[config.mk]
export PLATFORM = sky130hd
export DESIGN_NAME = apb_master_arbiter_flat
export DESIGN_NICKNAME = d
export VERILOG_FILES = /design/src/rtl/apb_master_arbiter_pkg.sv /design/src/rtl/apb_master_arbiter_if.sv /design/src/rtl/apb_master_arbiter_rr_arbiter.sv /design/src/rtl/apb_master_arbiter.sv /design/src/flat_wrapper.sv
export SDC_FILE = /design/constraint.sdc
export NUM_CORES = 1
export LEC_CHECK = 0
export CAP_MARGIN = 15
export CORE_AREA = 2 2 159 161
export CTS_CLUSTER_DIAMETER = 50
export DETAILED_ROUTE_END_ITERATION = 12
export DIE_AREA = 0 0 161 163
export SETUP_SLACK_MARGIN = 0.4
export SLEW_MARGIN = 20
export SYNTH_ARGS = -nofsm -noshare
export SYNTH_HDL_FRONTEND = slang
export SYNTH_SLANG_ARGS = --single-unit
[constraint.sdc]
create_clock -name PCLK -period 6.8 [get_ports PCLK]
set_clock_uncertainty 0.05 [all_clocks]
set_input_delay 0.68 -clock PCLK [delete_from_list [all_inputs] [get_ports PCLK]]
set_output_delay 0.68 -clock PCLK [all_outputs]
set_load 0.02 [all_outputs]
[src/rtl/apb_master_arbiter_pkg.sv]
// Shared types, width constants and the PADDR-to-PSEL decoder used by the
// APB master arbiter.
`ifndef D_ADDR_WIDTH
`define D_ADDR_WIDTH 32
`endif
`ifndef D_DATA_WIDTH
`define D_DATA_WIDTH 32
`endif
`ifndef D_SLV_COUNT
`define D_SLV_COUNT 4
`endif

package apb_pkg;

    localparam int APB_ADDR_W    = `D_ADDR_WIDTH;
    localparam int APB_DATA_W    = `D_DATA_WIDTH;
    localparam int APB_SLV_COUNT = `D_SLV_COUNT;
    localparam int APB_SLV_IDX_W = (APB_SLV_COUNT > 1) ? $clog2(APB_SLV_COUNT) : 1;

    typedef enum logic [1:0] {
        IDLE   = 2'd0,
        SETUP  = 2'd1,
        ACCESS = 2'd2
    } apb_state_e;

    typedef struct packed {
        logic [APB_SLV_COUNT-1:0] psel;
        logic                     err;
    } apb_dec_t;

    // Slave index is the address above the region bits; anything past the
    // last slave is a decode error with no select asserted.
    function automatic apb_dec_t decode_psel(input logic [63:0] addr,
                                             input int unsigned region_bits);
        logic [63:0] idx;
        apb_dec_t    d;
        idx    = addr >> region_bits;
        d.psel = '0;
        d.err  = 1'b0;
        if (idx >= 64'(APB_SLV_COUNT)) begin
            d.err = 1'b1;
        end else begin
            d.psel[idx[APB_SLV_IDX_W-1:0]] = 1'b1;
        end
        return d;
    endfunction

endpackage

[src/rtl/apb_master_arbiter_if.sv]
// APB bus bundle between the arbiter (master) and the slave fabric.
interface apb_if #(
    parameter int ADDR_W    = 32,
    parameter int DATA_W    = 32,
    parameter int SLV_COUNT = 4
) ();
    logic [ADDR_W-1:0]    PADDR;
    logic                 PWRITE;
    logic [SLV_COUNT-1:0] PSEL;
    logic                 PENABLE;
    logic [DATA_W-1:0]    PWDATA;
    logic                 PREADY;
    logic [DATA_W-1:0]    PRDATA;

    modport master (
        output PADDR, PWRITE, PSEL, PENABLE, PWDATA,
        input  PREADY, PRDATA
    );

    modport slave (
        input  PADDR, PWRITE, PSEL, PENABLE, PWDATA,
        output PREADY, PRDATA
    );
endinterface

[src/rtl/apb_master_arbiter_rr_arbiter.sv]
// Combinational round-robin picker: searches upward from ptr+1 (wrapping)
// and returns the first requester found as one-hot plus its index.
module apb_rr_arbiter #(
    parameter  int N  = 4,
    localparam int IW = (N > 1) ? $clog2(N) : 1
) (
    input  logic [N-1:0]  req,
    input  logic [IW-1:0] ptr,
    input  logic          enable,
    output logic [N-1:0]  gnt,
    output logic [IW-1:0] gnt_idx
);

    logic [IW-1:0] cand;
    logic          found;

    always_comb begin
        gnt     = '0;
        gnt_idx = '0;
        found   = 1'b0;
        cand    = '0;
        for (int k = 1; k <= N; k++) begin
            cand = IW'((int'(ptr) + k) % N);
            if (enable && !found && req[cand]) begin
                found     = 1'b1;
                gnt[cand] = 1'b1;
                gnt_idx   = cand;
            end
        end
    end

endmodule

[src/rtl/apb_master_arbiter.sv]
// Round-robin sharing of one APB master port between NUM_REQ requesters,
// with IDLE/SETUP/ACCESS sequencing and one-hot PSEL address decode.
module apb_master_arbiter
    import apb_pkg::*;
#(
    parameter int NUM_REQ     = 4,
    parameter int ADDR_W      = APB_ADDR_W,
    parameter int DATA_W      = APB_DATA_W,
    parameter int SLV_COUNT   = APB_SLV_COUNT,
    parameter int REGION_BITS = 12
) (
    input  logic                      PCLK,
    input  logic                      PRESETn,
    input  logic [NUM_REQ-1:0]        req_valid,
    input  logic [NUM_REQ-1:0]        req_write,
    input  logic [NUM_REQ*ADDR_W-1:0] req_addr,
    input  logic [NUM_REQ*DATA_W-1:0] req_wdata,
    output logic [NUM_REQ-1:0]        req_gnt,
    output logic [NUM_REQ-1:0]        rsp_valid,
    output logic [DATA_W-1:0]         rsp_rdata,
    output logic                      rsp_err,
    apb_if.master                     apb
);

    localparam int IDX_W = (NUM_REQ > 1) ? $clog2(NUM_REQ) : 1;

    apb_state_e           state_q, state_d;
    logic [IDX_W-1:0]     rr_ptr_q, rr_ptr_d;
    logic [ADDR_W-1:0]    paddr_q, paddr_d;
    logic                 pwrite_q, pwrite_d;
    logic [DATA_W-1:0]    pwdata_q, pwdata_d;
    logic [SLV_COUNT-1:0] psel_q, psel_d;
    logic                 penable_q, penable_d;
    logic                 err_pend_q, err_pend_d;
    logic [NUM_REQ-1:0]   rsp_valid_q, rsp_valid_d;
    logic [DATA_W-1:0]    rsp_rdata_q, rsp_rdata_d;
    logic                 rsp_err_q, rsp_err_d;

    logic                 arb_en;
    logic [NUM_REQ-1:0]   gnt;
    logic [IDX_W-1:0]     gnt_idx;
    logic [ADDR_W-1:0]    sel_addr;
    logic [DATA_W-1:0]    sel_wdata;
    logic [NUM_REQ-1:0]   owner_oh;
    apb_dec_t             dec;

    // A decode-error winner picked at the end of ACCESS would collide with the
    // response just issued, so its error reply is deferred one cycle and
    // arbitration pauses for that cycle.
    assign arb_en = PRESETn &&
                    (((state_q == IDLE) && !err_pend_q) ||
                     ((state_q == ACCESS) && apb.PREADY));

    apb_rr_arbiter #(.N(NUM_REQ)) u_arb (
        .req     (req_valid),
        .ptr     (rr_ptr_q),
        .enable  (arb_en),
        .gnt     (gnt),
        .gnt_idx (gnt_idx)
    );

    assign sel_addr  = req_addr[gnt_idx*ADDR_W +: ADDR_W];
    assign sel_wdata = req_wdata[gnt_idx*DATA_W +: DATA_W];
    assign dec       = decode_psel(64'(sel_addr), REGION_BITS);
    assign owner_oh  = NUM_REQ'(1) << rr_ptr_q;

    always_comb begin
        state_d     = state_q;
        rr_ptr_d    = rr_ptr_q;
        paddr_d     = paddr_q;
        pwrite_d    = pwrite_q;
        pwdata_d    = pwdata_q;
        psel_d      = psel_q;
        penable_d   = penable_q;
        err_pend_d  = 1'b0;
        rsp_valid_d = '0;
        rsp_rdata_d = '0;
        rsp_err_d   = 1'b0;

        case (state_q)
            IDLE: begin
                if (err_pend_q) begin
                    rsp_valid_d = owner_oh;
                    rsp_err_d   = 1'b1;
                end
            end
            SETUP: begin
                penable_d = 1'b1;
                state_d   = ACCESS;
            end
            ACCESS: begin
                if (apb.PREADY) begin
                    rsp_valid_d = owner_oh;
                    rsp_rdata_d = pwrite_q ? '0 : apb.PRDATA;
                    penable_d   = 1'b0;
                    psel_d      = '0;
                    state_d     = IDLE;
                end
            end
            default: state_d = IDLE;
        endcase

        if (|gnt) begin
            rr_ptr_d  = gnt_idx;
            paddr_d   = sel_addr;
            pwrite_d  = req_write[gnt_idx];
            pwdata_d  = sel_wdata;
            penable_d = 1'b0;
            if (dec.err) begin
                psel_d  = '0;
                state_d = IDLE;
                if (state_q == ACCESS) begin
                    err_pend_d = 1'b1;
                end else begin
                    rsp_valid_d = NUM_REQ'(1) << gnt_idx;
                    rsp_err_d   = 1'b1;
                end
            end else begin
                psel_d  = SLV_COUNT'(dec.psel);
                state_d = SETUP;
            end
        end
    end

    always_ff @(posedge PCLK or negedge PRESETn) begin
        if (!PRESETn) begin
            state_q     <= IDLE;
            rr_ptr_q    <= IDX_W'(NUM_REQ - 1);
            paddr_q     <= '0;
            pwrite_q    <= 1'b0;
            pwdata_q    <= '0;
            psel_q      <= '0;
            penable_q   <= 1'b0;
            err_pend_q  <= 1'b0;
            rsp_valid_q <= '0;
            rsp_rdata_q <= '0;
            rsp_err_q   <= 1'b0;
        end else begin
            state_q     <= state_d;
            rr_ptr_q    <= rr_ptr_d;
            paddr_q     <= paddr_d;
            pwrite_q    <= pwrite_d;
            pwdata_q    <= pwdata_d;
            psel_q      <= psel_d;
            penable_q   <= penable_d;
            err_pend_q  <= err_pend_d;
            rsp_valid_q <= rsp_valid_d;
            rsp_rdata_q <= rsp_rdata_d;
            rsp_err_q   <= rsp_err_d;
        end
    end

    assign req_gnt     = gnt;
    assign rsp_valid   = rsp_valid_q;
    assign rsp_rdata   = rsp_rdata_q;
    assign rsp_err     = rsp_err_q;
    assign apb.PADDR   = paddr_q;
    assign apb.PWRITE  = pwrite_q;
    assign apb.PSEL    = psel_q;
    assign apb.PENABLE = penable_q;
    assign apb.PWDATA  = pwdata_q;

endmodule

[src/flat_wrapper.sv]
// flat-port wrapper written by rule: the top's interface ports become plain ports
module apb_master_arbiter_flat import apb_pkg::*;
#(
    parameter int NUM_REQ     = 4,
    parameter int ADDR_W      = APB_ADDR_W,
    parameter int DATA_W      = APB_DATA_W,
    parameter int SLV_COUNT   = APB_SLV_COUNT,
    parameter int REGION_BITS = 12
)
  (PCLK, PRESETn, req_valid, req_write, req_addr, req_wdata, req_gnt, rsp_valid, rsp_rdata, rsp_err, apb_PADDR, apb_PWRITE, apb_PSEL, apb_PENABLE, apb_PWDATA, apb_PREADY, apb_PRDATA);
  apb_if #(.ADDR_W(ADDR_W), .DATA_W(DATA_W), .SLV_COUNT(SLV_COUNT)) apb_i ();
  input  logic PCLK;
  input  logic PRESETn;
  input  logic [NUM_REQ-1:0] req_valid;
  input  logic [NUM_REQ-1:0] req_write;
  input  logic [NUM_REQ*ADDR_W-1:0] req_addr;
  input  logic [NUM_REQ*DATA_W-1:0] req_wdata;
  output logic [NUM_REQ-1:0] req_gnt;
  output logic [NUM_REQ-1:0] rsp_valid;
  output logic [DATA_W-1:0] rsp_rdata;
  output logic rsp_err;
  output wire logic [$bits(apb_i.PADDR)-1:0] apb_PADDR;
  output wire logic [$bits(apb_i.PWRITE)-1:0] apb_PWRITE;
  output wire logic [$bits(apb_i.PSEL)-1:0] apb_PSEL;
  output wire logic [$bits(apb_i.PENABLE)-1:0] apb_PENABLE;
  output wire logic [$bits(apb_i.PWDATA)-1:0] apb_PWDATA;
  input wire logic [$bits(apb_i.PREADY)-1:0] apb_PREADY;
  input wire logic [$bits(apb_i.PRDATA)-1:0] apb_PRDATA;
  assign apb_PADDR = apb_i.PADDR;
  assign apb_PWRITE = apb_i.PWRITE;
  assign apb_PSEL = apb_i.PSEL;
  assign apb_PENABLE = apb_i.PENABLE;
  assign apb_PWDATA = apb_i.PWDATA;
  assign apb_i.PREADY = apb_PREADY;
  assign apb_i.PRDATA = apb_PRDATA;
  apb_master_arbiter #(.NUM_REQ(NUM_REQ), .ADDR_W(ADDR_W), .DATA_W(DATA_W), .SLV_COUNT(SLV_COUNT), .REGION_BITS(REGION_BITS)) u_core (.PCLK(PCLK), .PRESETn(PRESETn), .req_valid(req_valid), .req_write(req_write), .req_addr(req_addr), .req_wdata(req_wdata), .req_gnt(req_gnt), .rsp_valid(rsp_valid), .rsp_rdata(rsp_rdata), .rsp_err(rsp_err), .apb(apb_i));
endmodule
**Yosys cells after proc, flatten, opt, wreduce, memory -nomap -nowiden**

Cells that the tools add are included.

- Shifts and indexed selects: 4
- Add/sub/neg operators: 4
- Bitwise gates (word level): 3
- Reductions and logical operators: 28
- Eq/ne operators: 4
- Mux-type cells: 61
- Order comparisons: 12

Operators by type and width:

| cell | number |
|---|---|
| indexed part select 128 x 8 -> 32 bit | 2 |
| 2-to-1 mux 32 bit | 3 |
| 2-to-1 mux 4 bit | 14 |
| 2-to-1 mux 1 bit | 25 |
| >= comparator 20 x 3 -> 1 bit (second input constant) | 1 |
| less-than comparator 2 x 3 -> 1 bit (second input constant) | 6 |
| logical AND 1 bit | 15 |
| 2-to-1 mux 2 bit | 6 |
| OR 4 bit | 3 |
| binary-select mux 1 bit (select 2 bit) | 5 |
| demux 1 bit (select 2 bit) | 5 |
| >= comparator 2 x 1 -> 1 bit (second input constant) | 5 |
| one-hot mux 4 bit (2 select lines) | 1 |
| left shift 1 x 2 -> 4 bit (first input constant) | 2 |
| one-hot mux 2 bit (3 select lines) | 1 |
| AND reduction 2 bit | 3 |
| adder 2 x 1 -> 2 bit (second input constant) | 2 |
| adder 2 bit (second input constant) | 2 |
| logical NOT 1 bit | 4 |
| nonzero test 2 bit | 2 |
| OR reduction 4 bit | 1 |
| inequality test 3 bit (second input constant) | 1 |
| nonzero test 3 bit | 1 |
| == test 2 x 1 -> 1 bit (second input constant) | 1 |
| 5 further kinds | 5 |

- Word-level logic and storage cells: 127
- Output and inout bits: 111
- Input port bits: 299
- Flip-flop bits (word level): 112

**Logic depth before layout (Yosys ltp)**

- Depth in word-level cells: 26
- Gate-level depth with buffers: 16
- Depth with buffers taken out: 12

**Cells and area by module**

From an unflattened synthesis, not the netlist that was laid out.

- Cell total of the unflattened synthesis: 560
- Area total of the unflattened synthesis: 6253.5 µm²

By module, submodules not included:

| module | seq. area each (µm²) | area each (µm²) | instances | cells an instance |
|---|---|---|---|---|
| apb_master_arbiter | 2805.2 | 5766.8 | 1 | 506 |
| apb_rr_arbiter | 0.0 | 486.7 | 1 | 54 |

**Least setup slack after synthesis**

No wires, ideal clock.

- Path kind: reg2reg
- Start: register u_core.rr_ptr_q[0]
- End: register u_core.rsp_err_q, in the netlist u_core.rsp_err
- Arrival: 4.333 ns
- Clock period less this slack: 4.517 ns
- Required time: 6.616 ns
- Setup slack: 2.283 ns
- Library setup time: 0.134 ns
- Stages on the path, launching flop included: 15
- Path through: dfstp_2 > buf_2 > clkinv_1 > ha_1 > clkbuf_1 > mux4_2 > or4b_4 > nor3_4 > nor3_4 > a2111oi_2 > nand4_1 > nor4_1 > and3_1 > buf_4 > o32ai_1

- Cells in the longest elaborated chain, start to end: 22
- Elaborated cells between the ends (all ways): 62
- Classes of those cells: add/sub: 4; order compare: 9; shift: 1; mux: 30; bitwise: 3; reduce/logical: 15

RTL lines:

| item | line | source |
|---|---|---|
| start, declared | apb_master_arbiter.sv:28 | `logic [IDX_W-1:0] rr_ptr_q, rr_ptr_d;` |
| start signal, assigned | apb_master_arbiter.sv:128 | `rr_ptr_q <= IDX_W'(NUM_REQ - 1);` |
| start signal, assigned | apb_master_arbiter.sv:140 | `rr_ptr_q <= rr_ptr_d;` |
| adder 2 x 1 -> 2 bit | apb_master_arbiter_rr_arbiter.sv:23 | `cand = IW'((int'(ptr) + k) % N);` |
| binary-select mux 1 bit (select 2 bit) | apb_master_arbiter_rr_arbiter.sv:24 | `if (enable && !found && req[cand]) begin` |
| 2-to-1 mux 1 bit (implied by the code) | apb_master_arbiter_rr_arbiter.sv:24 |  |
| logical AND 1 bit | apb_master_arbiter_rr_arbiter.sv:24 |  |
| 2-to-1 mux 1 bit | apb_master_arbiter_rr_arbiter.sv:24 |  |
| logical NOT 1 bit | apb_master_arbiter_rr_arbiter.sv:24 |  |
| logical AND 1 bit (2 in series) | apb_master_arbiter_rr_arbiter.sv:24 |  |
| 2-to-1 mux 1 bit | apb_master_arbiter_rr_arbiter.sv:24 |  |
| (+5 left out) | -- |  |
| logical AND 1 bit (2 in series) | apb_master_arbiter_rr_arbiter.sv:24 |  |
| 2-to-1 mux 2 bit | apb_master_arbiter_rr_arbiter.sv:24 |  |
| indexed part select 128 x 8 -> 32 bit | apb_master_arbiter.sv:62 | `assign sel_addr = req_addr[gnt_idx*ADDR_W +: ADDR_W];` |
| >= comparator 20 x 3 -> 1 bit | apb_master_arbiter_pkg.sv:40 | `if (idx >= 64'(APB_SLV_COUNT)) begin` |
| 2-to-1 mux 1 bit | apb_master_arbiter_pkg.sv:40 |  |
| 2-to-1 mux 1 bit | apb_master_arbiter.sv:109 | `if (dec.err) begin` |
| 2-to-1 mux 1 bit * | apb_master_arbiter.sv:103 | `if (\|gnt) begin` |
| via u_core.rsp_err_d | apb_master_arbiter.sv:37 | `logic rsp_err_q, rsp_err_d;` |
| end signal, assigned | apb_master_arbiter.sv:149 | `rsp_err_q <= rsp_err_d;` |
| end, declared | apb_master_arbiter.sv:37 |  |

Mark *: on every way through the listed nets, which the timed path passes. The rest lies on a longest branch. The select of a mux whose other input is x is not followed.
A chain may end at the register's enable or synchronous reset.

**Worst setup path after layout**

Ends and elaborated chain as after synthesis.

==> metrics.txt <==
hpwl dp approximately 23000 um; critical path cell sequence clkinv_1 > ha_1 > mux4_2 > nor2b_1 > nor2_1 > o22a_1 > nor3_4 > a221o_1 > a211oi_1 > and4_1 > and3_1 > o32ai_1; initial antenna violation count 1; Num CTS Buffers 9; Pre-Repair DR Iteration Count 9; FF+latch count, synth 112; Syn Nets 997; Mapped Cells 693; Post-Syn Area between 6000 and 7000 um^2; clk sinks 112; maximum clock rate 167 MHz; WP data arrival 6180 ps; First DRT Iteration DRCs 669; Worst-path clk slew 90 ps; CTS tree done; Yosys cell types 63; leakage roughly 4.3 nW; fin. max-slew vios 0; Starting Density ~26%; worst vdd ir roughly 230 uV; most frequent cells in the layout 408 x clkdlybuf4s50_1, 110 x dfrtp_1, 109 x nand2_1; root buffer cell clkbuf_16; num rows 58; via count 7350; cell family with most CP delay compound AO/OA/AOI/OAI gates; fillers approximately 2500; largest net degree at the start of global routing 66; status completed; PostCTS Resize Cnt 0; setup tns final 0 ps; Worst setup EP type flip-flop; Overflow after GRT 0; PD cells between 400 and 500 nW/um^2; H-tree levels 3; worst skew pair latency 360 ps; Period minus WS final 6000 ps; Post-CTS Setup Bufs 0; global-route wire length before repair approximately 44000 um; slew margin rel. 39.4%; final WL 30300 um; post-synthesis sequential area ratio between 40 and 50%; CP peak stage delay 990 ps; Critical Path Fanout Max 30; Max-Cap Viols 0; Slew @ Worst Pin 909 ps; Post-synth EDFFs 0; Syn Area/Cell 9.11 um^2; CP required between 6000 and 7000 ps; compound-gate portion of the synthesized area between 20 and 30%; Final Wtd Congestion about 0.99; Post-Synth Simple-Gate Area 22.0%; post-synthesis mux area share 3.55%; Die ar. 26200 um^2; vias in the first global route approximately 7500; Hold-fix buffers, CTS 0; Die H 163 um; Worst Setup Path Type reg -> reg; IO Count between 400 and 500; crit share post-route 88.2%; IO buf count between 400 and 500; Post-synth top flop dfrtp_1; Ys Warns 0; Area Growth Syn to Fin 75.0%; WL per Instance 21.5 um; share of cells above drive strength 1 about 5.4%; Synth Area in XOR/XNOR 0%; final setup fails 0; most common cell after layout, fill and taps aside clkdlybuf4s50_1; gr usage total between 20 and 25%; startpoint types flip-flop; RSZ-0062 raised after global routing false; fin util 44.8%; Hold Path Class in -> async; Clock Path Buffers 2; Final #Nets 1377; largest family of logic cells by synthesized area compound AO/OA/AOI/OAI gates; core area 24700 um^2; slowest CP cell dfstp_2; Synth async-reset ratio 100%; Buf/Inv on CP 1; Synth Area in Adders 0.991%; final antenna-violating net count 0; DRC 0; detail-routed via count per cell 5.22; Die X 161 um; Fin. Hold Viols 0
[cells by family after synthesis]
family,after synthesis
adder cells (fa/ha/maj),5
buffers and inverters,59
multiplexers,17
AND/OR/NAND/NOR,291
AO/OA/AOI/OAI,209
flip-flops,112
[registers in the layout, summed over array words and instances, names as in the netlist]
register / count
u_core.err_pend_q: 1
u_core.apb.PWRITE: 1
u_core.rr_ptr_q: 2
u_core.rsp_valid: 4
u_core.apb.PENABLE: 1
u_core.rsp_rdata: 32
u_core.apb.PADDR: 32
u_core.rsp_err: 1
u_core.apb.PWDATA: 32
u_core.state_q: 2
u_core.apb.PSEL: 4
[cells in the mapped netlist, types with 3 or more instances]
library cell | count | area [um^2]
a211oi_1 | 4 | 30.0
a21oi_1 | 24 | 120
a221o_1 | 6 | 60.1
a221oi_1 | 4 | 35.0
a222oi_1 | 46 | 460
a22o_1 | 3 | 26.3
a31o_2 | 4 | 35.0
a31oi_1 | 49 | 307
a32oi_1 | 8 | 70.1
and2_1 | 35 | 219
and3_1 | 3 | 18.8
buf_1 | 5 | 18.8
buf_2 | 4 | 20.0
clkbuf_1 | 43 | 161
dfrtp_1 | 110 | 2750
ha_1 | 5 | 62.6
inv_1 | 3 | 11.3
mux2i_1 | 10 | 100
mux4_2 | 4 | 90.1
nand2_1 | 109 | 409
nand2b_1 | 3 | 18.8
nand3_1 | 20 | 100
nand3b_1 | 4 | 30.0
nand4_1 | 8 | 50.1
nor2_1 | 72 | 270
nor2b_1 | 5 | 31.3
nor3_1 | 11 | 55.1
nor3b_1 | 3 | 22.5
nor4_1 | 5 | 31.3
o211a_1 | 3 | 30.0
o211ai_1 | 6 | 45.0
o21ai_0 | 16 | 80.1
o21ai_1 | 7 | 35.0
o221ai_1 | 3 | 26.3
o22a_1 | 3 | 26.3
o22ai_1 | 3 | 18.8
o41ai_1 | 4 | 35.0
[final cells by class]
class / instances / area [um^2] / area share [%]
timing repair buffer: 423 / 4200 / 38.0
sequential: 112 / 2810 / 25.4
antenna: 1 / 2.50 / 0.0227
inverter: 5 / 18.8 / 0.170
clock buffer: 9 / 225 / 2.04
tap: 330 / 413 / 3.74
clock inverter: 7 / 81.3 / 0.736
multi-input combinational: 522 / 3300 / 29.9
[report_power, final]
group	switching (mW)	internal (mW)	total (mW)
Sequential	0.171	0.934	1.10
Combinational	2.09	1.35	3.43
Clock	0.300	0.267	0.567
[routing by layer]
| metal | global-route usage (%) | part of all wire, % | vias to the layer above |
|---|---|---|---|
| met5 | 0 | 0 | - |
| met4 | 6.17 | 1.4 | 0 |
| met3 | 7.03 | 9.2 | 29 |
| met2 | 39.7 | 51 | 391 |
| met1 | 25.1 | 38 | 3519 |
| li1 | - | - | 3411 |
[through the flow]
step | setup WS [ps] | cells | instance area [um^2] | hold WS [ps] | total power, mW
2_1_floorplan | 2280 | 693 | 6310 | 334 | 3.21
3_3_place_gp | 1110 | 1392 | 10700 | 402 | 4.53
3_5_place_dp | 941 | 1392 | 10700 | 412 | 4.55
4_1_cts | 910 | 1408 | 11000 | 430 | 5.14
5_1_grt | 526 | 1409 | 11000 | 442 | 5.48
6_report | 805 | 1409 | 11000 | 411 | 5.10
[worst register-to-register path, cell delays in order (launching register included)]
cell,delay (ps)
dfstp_2,990
clkinv_1,540
ha_1,650
mux4_2,600
nor2b_1,220
nor2_1,290
o22a_1,570
nor3_4,220
a221o_1,390
a211oi_1,510
and4_1,320
and3_1,370
o32ai_1,150
[path summary, 6_finish.rpt]
check	from	to	slack (ps)	depth (start not counted)
setup / recovery	u_core.rr_ptr_q[0]$_DFFE_PN1P_	u_core.rsp_err$_DFF_PN0_	800	12
hold / removal	PRESETn	u_core.apb.PADDR[15]$_DFFE_PN0P_	410	2
setup reg to reg	u_core.rr_ptr_q[0]$_DFFE_PN1P_	u_core.rsp_err$_DFF_PN0_	800	12
hold reg to reg	u_core.apb.PADDR[27]$_DFFE_PN0P_	u_core.apb.PADDR[27]$_DFFE_PN0P_	420	2
max in group asynchronous	PRESETn	u_core.apb.PWDATA[7]$_DFFE_PN0P_	4920	3
min in group PCLK	u_core.apb.PADDR[27]$_DFFE_PN0P_	u_core.apb.PADDR[27]$_DFFE_PN0P_	420	2
No activity file was read; power rests on OpenSTA's default activity.
